## src/rtl/letter_typewriter_pkg.sv

```systemverilog
// Shared menu definitions: typewriter state encoding and letter-code constants
// used by the letter sequence source, the typewriter and the menu text drawer.
package letter_typewriter_pkg;

    typedef enum logic [1:0] {
        IDLE,
        TYPE,
        HOLD,
        DONE
    } tw_state_t;

    typedef logic [4:0] letter_code_t;

    localparam letter_code_t END_CODE   = 5'd31;
    localparam letter_code_t SPACE_CODE = 5'd0;

endpackage

```

## src/rtl/letter_typewriter_frame_divider.sv

```systemverilog
// Counts startOfFrame ticks up to a loadable terminal value, emitting a
// terminal-count pulse on the tick that reaches it; clear forces the count to 0.
module letter_typewriter_frame_divider #(
    parameter int CW = 7
) (
    input  logic          clk,
    input  logic          resetN,
    input  logic          tick,
    input  logic          enable,
    input  logic          clear,
    input  logic [CW-1:0] limit,
    output logic          terminal
);

    logic [CW-1:0] count_reg;
    logic [CW-1:0] count_next;
    logic          at_limit;

    // >= keeps the count bounded even if the limit is lowered mid-count
    assign at_limit = (count_reg >= limit);
    assign terminal = enable && tick && at_limit;

    always_comb begin
        count_next = count_reg;
        if (clear) begin
            count_next = '0;
        end else if (enable && tick) begin
            count_next = at_limit ? '0 : count_reg + 1'b1;
        end
    end

    always_ff @(posedge clk) begin
        if (resetN) begin
            count_reg <= '0;
        end else begin
            count_reg <= count_next;
        end
    end

endmodule

```

## src/rtl/letter_typewriter.sv

```systemverilog
// Menu typewriter: snapshots a letter array on start and reveals one letter per
// FRAMES_PER_LETTER frames, then holds the full text for HOLD_FRAMES frames.
module letter_typewriter
    import letter_typewriter_pkg::*;
#(
    parameter int           NUM_LETTERS       = 16,
    parameter int           FRAMES_PER_LETTER = 8,
    parameter int           HOLD_FRAMES       = 120,
    parameter logic [4:0]   END_CODE          = letter_typewriter_pkg::END_CODE
) (
    input  logic                            clk,
    input  logic                            resetN,
    input  logic                            startOfFrame,
    input  logic                            start,
    input  logic [NUM_LETTERS-1:0][4:0]     letters,
    output logic [NUM_LETTERS-1:0]          visible_mask,
    output logic [$clog2(NUM_LETTERS)-1:0]  cur_index,
    output logic [4:0]                      cur_letter,
    output logic                            letter_strobe,
    output logic                            busy,
    output logic                            done
);

    localparam int IW      = $clog2(NUM_LETTERS);
    localparam int MAX_FR  = (FRAMES_PER_LETTER > HOLD_FRAMES) ? FRAMES_PER_LETTER : HOLD_FRAMES;
    localparam int CW      = (MAX_FR > 1) ? $clog2(MAX_FR) : 1;
    localparam logic [CW-1:0] TYPE_LIMIT = CW'(FRAMES_PER_LETTER - 1);
    localparam logic [CW-1:0] HOLD_LIMIT = CW'(HOLD_FRAMES - 1);
    localparam logic [IW-1:0] LAST_IDX   = IW'(NUM_LETTERS - 1);

    tw_state_t              state_reg, state_next;
    logic [IW-1:0]          idx_reg, idx_next;
    logic [NUM_LETTERS-1:0] mask_reg, mask_next;
    logic [IW-1:0]          cur_index_reg, cur_index_next;
    letter_code_t           cur_letter_reg, cur_letter_next;
    logic                   strobe_reg, strobe_next;
    letter_code_t           snap_reg [NUM_LETTERS];
    letter_code_t           snap_cur;

    logic                   load_snap;
    logic                   div_enable;
    logic                   div_tc;
    logic [CW-1:0]          div_limit;

    assign busy       = (state_reg == TYPE) || (state_reg == HOLD);
    assign done       = (state_reg == DONE);
    assign div_enable = busy;
    assign div_limit  = (state_reg == HOLD) ? HOLD_LIMIT : TYPE_LIMIT;
    assign snap_cur   = snap_reg[idx_reg];

    letter_typewriter_frame_divider #(
        .CW (CW)
    ) u_frame_divider (
        .clk      (clk),
        .resetN   (resetN),
        .tick     (startOfFrame),
        .enable   (div_enable),
        .clear    (load_snap),
        .limit    (div_limit),
        .terminal (div_tc)
    );

    // Snapshot decouples the reveal from later edits of the source array
    for (genvar gi = 0; gi < NUM_LETTERS; gi++) begin : g_snap
        always_ff @(posedge clk) begin
            if (resetN) begin
                snap_reg[gi] <= SPACE_CODE;
            end else if (load_snap) begin
                snap_reg[gi] <= letters[gi];
            end
        end
    end

    always_comb begin
        state_next      = state_reg;
        idx_next        = idx_reg;
        mask_next       = mask_reg;
        cur_index_next  = cur_index_reg;
        cur_letter_next = cur_letter_reg;
        strobe_next     = 1'b0;
        load_snap       = 1'b0;
        case (state_reg)
            IDLE, DONE: begin
                if (start) begin
                    load_snap  = 1'b1;
                    mask_next  = '0;
                    idx_next   = '0;
                    state_next = TYPE;
                end
            end
            TYPE: begin
                if (div_tc) begin
                    if (snap_cur == END_CODE) begin
                        state_next = HOLD;
                    end else begin
                        mask_next[idx_reg] = 1'b1;
                        cur_letter_next    = snap_cur;
                        cur_index_next     = idx_reg;
                        strobe_next        = 1'b1;
                        if (idx_reg == LAST_IDX) begin
                            state_next = HOLD;
                        end else begin
                            idx_next = idx_reg + 1'b1;
                        end
                    end
                end
            end
            HOLD: begin
                if (div_tc) begin
                    state_next = DONE;
                end
            end
            default: state_next = IDLE;
        endcase
    end

    always_ff @(posedge clk) begin
        if (resetN) begin
            state_reg      <= IDLE;
            idx_reg        <= '0;
            mask_reg       <= '0;
            cur_index_reg  <= '0;
            cur_letter_reg <= SPACE_CODE;
            strobe_reg     <= 1'b0;
        end else begin
            state_reg      <= state_next;
            idx_reg        <= idx_next;
            mask_reg       <= mask_next;
            cur_index_reg  <= cur_index_next;
            cur_letter_reg <= cur_letter_next;
            strobe_reg     <= strobe_next;
        end
    end

    assign visible_mask  = mask_reg;
    assign cur_index     = cur_index_reg;
    assign cur_letter    = cur_letter_reg;
    assign letter_strobe = strobe_reg;

endmodule

```

## config.mk

```make
export PLATFORM = sky130hd
export DESIGN_NAME = letter_typewriter
export DESIGN_NICKNAME = d
export VERILOG_FILES = /design/src/rtl/letter_typewriter_pkg.sv /design/src/rtl/letter_typewriter_frame_divider.sv /design/src/rtl/letter_typewriter.sv
export SDC_FILE = /design/constraint.sdc
export NUM_CORES = 1
export LEC_CHECK = 0
export CAP_MARGIN = 30
export CORE_ASPECT_RATIO = 1.2
export CORE_MARGIN = 1.5
export CORE_UTILIZATION = 30
export CTS_CLUSTER_DIAMETER = 50
export CTS_CLUSTER_SIZE = 28
export DETAILED_ROUTE_END_ITERATION = 6
export PLACE_DENSITY_LB_ADDON = 0.15
export SLEW_MARGIN = 30
export SYNTH_ARGS = -nofsm -noshare
export SYNTH_HDL_FRONTEND = slang
export SYNTH_SLANG_ARGS = --single-unit
```

## constraint.sdc

```tcl
create_clock -name clk -period 7.25 [get_ports clk]
set_clock_uncertainty 0.05 [all_clocks]
set_input_delay 0.725 -clock clk [delete_from_list [all_inputs] [get_ports clk]]
set_output_delay 0.725 -clock clk [all_outputs]
set_load 0.05 [all_outputs]
```

Yosys cells after proc, flatten, opt, wreduce, memory -nomap -nowiden. Memory sizes are Yosys's and may differ from the RTL's. A register that Yosys moved wholly into a read port is not among the register bits. Index checks and enable logic that the tools add are counted.

Bits in latches: 0. Output and inout bits: 28. RAM bits: 80. Logic and storage cells: 102. Flip-flop bits (word level): 39. Memories: 1. Bits in read-only memories: 0.

Multipliers: 0. Shift-type cells: 0. Divide/modulo/power cells: 0. Bitwise gates (word level): 20. $lt $le $gt $ge: 3. Add/sub/neg operators: 2. Reductions and logical operators: 13. Equal/unequal tests: 11. Muxes and demuxes: 45.

Memories: snap_reg (depth 16, width 5, rd ports 1, clocked after Yosys merged registers in 1, wr ports 16, line letter_typewriter.sv:37) `letter_code_t snap_reg [NUM_LETTERS];`.

Operators with widths (number): 5-bit two-way mux (16); 16-bit two-way mux (3); 16-bit case mux with 2 select lines (1); 4-bit two-way mux (6); 1-bit OR (16); 16-bit OR (1); 7-bit two-way mux (2); 2-bit two-way mux (5); 2-bit != test, second input constant (5); 1-bit two-way mux (9); 4-bit case mux with 2 select lines (1); 4-bit AND reduction (2); 7-bit by 1-bit adder with 7-bit output, second input constant (1); 7-bit >= comparator (1); 2-bit case mux with 3 select lines (1); 5-bit equality test, second input constant (1); 4-bit by 5-bit less-than comparator with 1-bit output, second input constant (1); 5-bit AND reduction (1); 4-bit by 1-bit adder with 4-bit output, second input constant (1); 1-bit demux with 4-bit select (1); 2-bit equality test, second input constant (2); 4-bit equality test, second input constant (1); 4-bit by 1-bit >= comparator with 1-bit output, second input constant (1); 2-bit OR reduction (2); other kinds (9) (13).

Longest topological paths before layout. Gate-level depths: netlist of run 1.

Depth in word-level cells: 8. Gate-level depth with buffers: 12.

Hierarchy. Synthesis of run 1 repeated with hierarchy kept, for this count alone.

Cell total of the unflattened synthesis: 428. Area total of the unflattened synthesis: 5657.9 µm².

Modules (own cells, without submodules): letter_typewriter (area an instance 5143.7 µm², times used 1, cells an instance 366); letter_typewriter_frame_divider (area an instance 514.2 µm², times used 1, cells an instance 62).

Worst setup path before layout of run 1. Ideal clock, no wire load.

Kind: input to register. Start: input port resetN. End: register u_frame_divider.count_reg[0]. Arrival: 3404 ps. Path buffers: 2. Slack: 3675 ps. Cell stages on the path: 5. Path through: clkbuf_8 > nand2b_1 > or2_2 > clkbuf_1 > nor2_1.

Cells in the longest elaborated chain, start to end: 1.

RTL lines: from (decl) (line letter_typewriter.sv:12) `input logic resetN,`; 2-bit OR reduction (no line); to (signal assigned) (line letter_typewriter_frame_divider.sv:36) `count_reg <= count_next;`; to (decl) (line letter_typewriter_frame_divider.sv:15) `logic [CW-1:0] count_reg;`.

No other way between the ends. A chain may end at the register's enable or synchronous reset.

==> results.md, run 1 <==
* Setup violators final at 0
* Leakage Power at 2.85 nW
* YS warnings at 0
* Yosys reg bits at 123
* CP cell instances: mux4_2, mux4_2, a21bo_2, o2111ai_2, or3b_1, a31oi_1
* Clock period minus worst slack at 3.25 ns
* Delay-heaviest family, CP: multiplexers
* Largest stage delay, worst path at 0.82 ns
* Max clock buf depth at 2
* Fmax at 308 MHz
* Final TNS setup at 0 ns
* Yosys top cell area share at 42.7%
* Final period util at 44.8%
* CP Launch Type: flop
* Crit. path cell count at 6
* Iteration-0 DRC Markers at 211
* Worst VDD drop at 0.182 mV
* Largest cells by area after synthesis: edfxtp_1 43%, dfxtp_1 15%, and2_1 9.0%
* Post-Route Utilization at 40.9%
* Post-CTS sizing at 0
* Hold wc startpoint: visible_mask[1]$_SDFFE_PP0P_
* Hold Crit Class: reg2reg
* DRC at 0
* Final Hold Viols at 0
* # fillers at 1721
* Most frequent cells in the layout: 110 x clkdlybuf4s50_1, 81 x and2_1, 80 x edfxtp_1, 42 x dfxtp_1, 20 x nor2_1
* Pin count of the biggest net entering global routing at 49
* Initial Util at 30.7%
* CTS tree: built
* Synth area leader: edfxtp_1
* # Post-CTS Setup Buffers at 0
* Syn-to-layout area delta at 33.0%
* Reg2Reg Depth at 6
* Clock latency on the worst-skew pair at 0.41 ns
* Avg Vias per Cell at 4.55
* Max-cap viol count at 0
* CP required at 7.52 ns
* I/O pins at 112
* Sw frac at 26.1%
* Hold Path Sink: visible_mask[1]$_SDFFE_PP0P_
* Clock share of power at 37.0%
* Routed len/inst at 15.6 µm
* Die Wd at 128 µm
* Drt total wl at 12000 µm
* CTS root buf: clkbuf_16
* Power per cell area at 285 nW/µm²
* Initial antenna violation count at 1
* Die height at 153 µm
* Vias in the first global route at 3644
* FFs w/ async S/R, synth at 0%
* Net Count, Synth at 499
* Reg power frac at 44.0%
* GPL Wtd Cong at 0.750
* Post-synth EDFFs at 80
* R2r setup slk at 4.00 ns
* Distinct cells, synth at 56
* Final Slew Violations at 0
* Int Power at 1.58 mW
* Setup CP Type: reg2reg
* Mapped Cells at 403
* H-tree depth at 4
* Top cell by count, worst path: mux4_2
* RSZ-0062 raised after global routing: false
* Outcome: finished, final reports clean
* Slew HR at 47.3%
* Global Route Usage Sum at 12.8%
* Seq/Total Area, Yosys at 58.0%
* Critical path arrival at 3.52 ns
* First-pass GRT wire length at 18800 µm
* Die ar. at 19600 µm²
* CTS Hold Bufs at 0
* Combinational share of power at 19.0%
* CTS buffer count at 17
* Core area at 18300 µm²
* Crit path max-delay cell type: dfxtp_1
* Total gr overflow at 0
* Vias at 3521
* Synth Flop Type: edfxtp_1
* Port buffer count at 111
* TritonCTS Sinks at 123
* Final HPWL DP at 8970 µm
* Max Fanout on Critical Path at 14
* Buf/Inv on CP at 0
* Avg Cell Area, Syn at 14.0 µm²
* Max reg flops at 80
* Fin Hold WS at 0.416 ns
* Nature of the critical path endpoint: flop
* Hold depth at 1
* DR pass1 iterations at 4
* Standard-cell rows at 54
* Clock-pin slew on the worst setup and hold paths at 0.06 ns
* Most common cell after layout, fill and taps aside: clkdlybuf4s50_1
* Share of layout cells above drive strength 1 at 10.6%
* Psw at 557 µW
* ANT nets after route at 0
* Synthesized cell area at 5630 µm²
* # nets final at 605
* Worst-Margin Slew at 0.788 ns
per-layer routing:
layer	share of wire, %	track usage [%]
met5	0	0
met4	1.5	5.35
met3	4.6	3.85
met2	51	22.3
met1	43	14.4
kinds of logic after synthesis:
family / Yosys count / synth area share [%]
AOI/OAI and AO/OA: 47 / 7.12
xor gates and xnor gates: 6 / 0.934
adders and majority gates: 12 / 2.67
buffers and inverters: 35 / 4.14
DFF: 123 / 58.0
muxes: 35 / 12.4
and+or+nand+nor: 145 / 14.8
cells in the mapped netlist, drive strengths merged (5+ instances only):
master	instances
and2	83
dfxtp	43
xor2	5
edfxtp	80
mux2i	11
mux4	23
a31oi	7
ha	12
clkbuf	14
a32o	15
buf	10
nand2	13
nor2	21
inv	9
worst max path at each step:
stage,start,end
6_report,flop,flop
5_1_grt,flop,flop
4_1_cts,flop,visible_mask[10]$_SDFFE_PP0P_
3_5_place_dp,flop,visible_mask[10]$_SDFFE_PP0P_
3_3_place_gp,resetN,u_frame_divider.count_reg[6]$_SDFFE_PP0P_
2_1_floorplan,resetN,u_frame_divider.count_reg[0]$_SDFFE_PP0P_
metrics by stage:
step,instance area (µm²),total power [mW],setup slack [ns],cells
detailed placement,6930,1.37,3.90,742
floorplan,5630,1.22,3.68,403
global route,7480,2.24,3.76,773
finish,7480,2.13,4.00,773
global placement,6870,1.34,3.90,740
CTS,7480,2.17,3.88,772
area by class of cell:
class	count	area, µm²	area share [%]
multi-input combinational	245	2160	28.8
clock buffer	17	425	5.68
sequential	123	3260	43.6
inverter	9	33.8	0.451
timing repair buffer	113	1150	15.4
tap	252	315	4.21
clock inverter	13	130	1.74
antenna	1	2.50	0.0334
power groups by stage:
stage | Combinational (mW) | Sequential [mW] | Clock, mW
floorplan | 0.273 | 0.945 | 0
global placement | 0.386 | 0.956 | 0
detailed placement | 0.413 | 0.957 | 0
CTS | 0.416 | 0.943 | 0.809
global route | 0.446 | 0.952 | 0.839
finish | 0.406 | 0.939 | 0.790
(Power assumes the default switching activity.)
==> inputs of run 2 (changes only) <==
clock period = 2.68 ns   (was 7.25 ns; I/O delays follow)
==> run 2 against run 1 <==
- non-clock buffer count rose by 19
- cell count rose by 2.6%
- critical path depth rose by 1
- count of clock-buffer cells in the layout rose by 1
- via count rose by 3.0%
- sequential power rose to 2.7 times the previous value
- worst setup slack got worse by 4.0 ns
==> results.md, run 2 (synthesis gave the netlist of run 1 again) <==
* # nets final at 624
* Global Route Usage Sum at 13.6%
* Final period util at 98.9%
* Avg Vias per Cell at 4.57
* Setup CP Type: reg2reg
* Core area at 18300 µm²
* CTS buffer count at 17
* Initial antenna violation count at 0
* Drt total wl at 12500 µm
* Share of layout cells above drive strength 1 at 16.3%
* Max reg flops at 80
* Die ar. at 19600 µm²
* Most frequent cells in the layout: 111 x clkdlybuf4s50_1, 81 x and2_1, 80 x edfxtp_1, 41 x dfxtp_1, 20 x nor2_1
* I/O pins at 112
* Hold Crit Class: reg2reg
* Power per cell area at 742 nW/µm²
* Clock period minus worst slack at 2.65 ns
* Final Hold Viols at 0
* CTS root buf: clkbuf_16
* Standard-cell rows at 54
* Worst-Margin Slew at 0.793 ns
* CP Launch Type: flop
* Port buffer count at 111
* Most common cell after layout, fill and taps aside: clkdlybuf4s50_1
* Vias at 3625
* Placed inst area at 7090 µm²
* R2r setup slk at 0.03 ns
* Leakage Power at 2.93 nW
* Largest stage delay, worst path at 0.59 ns
* CTS Hold Bufs at 0
* Final HPWL DP at 9320 µm
* Vias in the first global route at 3765
* ANT nets after route at 0
* Clock-pin slew on the worst setup and hold paths at 0.06 ns
* Pre-CTS worst setup slack at -0.0670 ns
* DR pass1 iterations at 4
* Die Wd at 128 µm
* Hold depth at 1
* Buf/Inv on CP at 1
* Critical path arrival at 2.93 ns
* Fmax at 377 MHz
* Clock latency on the worst-skew pair at 0.41 ns
* DRC at 0
* Initial Util at 30.7%
* Total gr overflow at 0
* Delay-heaviest family, CP: compound AO/OA/AOI/OAI gates
* CP required at 2.96 ns
* ANT cells at 0
* GPL Wtd Cong at 0.763
* Iteration-0 DRC Markers at 175
* Die height at 153 µm
* Post-Layout Inst Area at 7730 µm²
* Pin count of the biggest net entering global routing at 42
* Hold Path Sink: visible_mask[3]$_SDFFE_PP0P_
* Max-cap viol count at 0
* Nature of the critical path endpoint: flop
* Slew HR at 47.0%
* Routed len/inst at 15.8 µm
* Syn-to-layout area delta at 37.5%
* Worst VDD drop at 0.436 mV
* Setup violators final at 0
* PnR worst setup slack at 0.0297 ns
* CTS tree: built
* RSZ-0062 raised after global routing: true
* Max Fanout on Critical Path at 5
* First-pass GRT wire length at 20000 µm
* CP cell instances: buf_4, mux4_1, a22o_1, o211ai_4, o2111ai_2, or4_4, a31oi_4
* H-tree depth at 4
* TritonCTS Sinks at 123
* Hold wc startpoint: visible_mask[3]$_SDFFE_PP0P_
* Reg2Reg Depth at 7
* Final Slew Violations at 0
* Outcome: finished, final reports clean
* Crit path max-delay cell type: mux4_1
* Max clock buf depth at 2
run 2: changes by cell type in the layout (fill, tap and decap cells not counted), sizes merged:
cell and delta:
inv +3, clkdlybuf4s50 +1, clkbuf +1, buf +18
bufinv -2, diode -1
run 2: area by class of cell:
cell class              instances  area (µm²)
flip-flops and latches        123        3270
clock inverters                14        97.6
clock buffers                  18         429
multi-input cells             245        2190
well taps                     252         315
fillers                      1711       10600
repair buffers                132        1400
inverters                       9        33.8
run 2: per-stage QoR:
step           utilization (%)  setup TNS, ns  cells  total power, mW  hold WS, ns
2_1_floorplan                -              0    403             3.28        0.416
3_3_place_gp              38.4              0    753             3.68        0.402
3_5_place_dp              38.7        -0.0930    755             3.75        0.406
4_1_cts                   42.0        -0.0887    792             5.82        0.419
5_1_grt                   42.2         -0.433    793             6.05        0.437
6_report                  42.2              0    793             5.74        0.414
run 2: worst max-delay path by stage:
| stage | start | endpoint | slack (ns) | cells past startpoint |
|---|---|---|---|---|
| floorplan | state_reg[0]$_SDFFE_PP0P_ | u_frame_divider.count_reg[0]$_SDFFE_PP0P_ | 0.13 | 7 |
| global placement | flop | flop | 0.04 | 6 |
| detailed placement | flop | flop | -0.07 | 6 |
| CTS | flop | flop | -0.07 | 7 |
| global route | flop | flop | -0.06 | 8 |
| finish | flop | flop | 0.03 | 7 |
run 2: what timing repair did:
action,CTS,global route
cloned,1,0
gates resized for setup,15,6
setup endpoints to repair,2,32
setup buffers,4,1
pin swaps,4,7
run 2: metal layers:
| metal | vias up | track usage [%] | wire length (µm) |
|---|---|---|---|
| li1 | 1751 | - | - |
| met1 | 1752 | 16.0 | 5260 |
| met2 | 112 | 22.7 | 6470 |
| met3 | 10 | 4.62 | 586 |
| met4 | 0 | 5.40 | 214 |
| met5 | - | 0 | 0 |
run 2: worst reg2reg max path, cell delays in order (launching register included):
cell and delay, ns:
dfxtp_4 0.39, buf_4 0.18, mux4_1 0.59, a22o_1 0.32, o211ai_4 0.24, o2111ai_2 0.13
or4_4 0.47, a31oi_4 0.21
run 2: where the power goes:
part,leakage (nW),internal [mW],total (mW),switching [mW]
clock,0.250,1.18,2.01,0.835
sequential,1.21,2.44,2.54,0.105
combinational,1.47,0.536,1.18,0.643
total,2.93,4.15,5.74,1.58
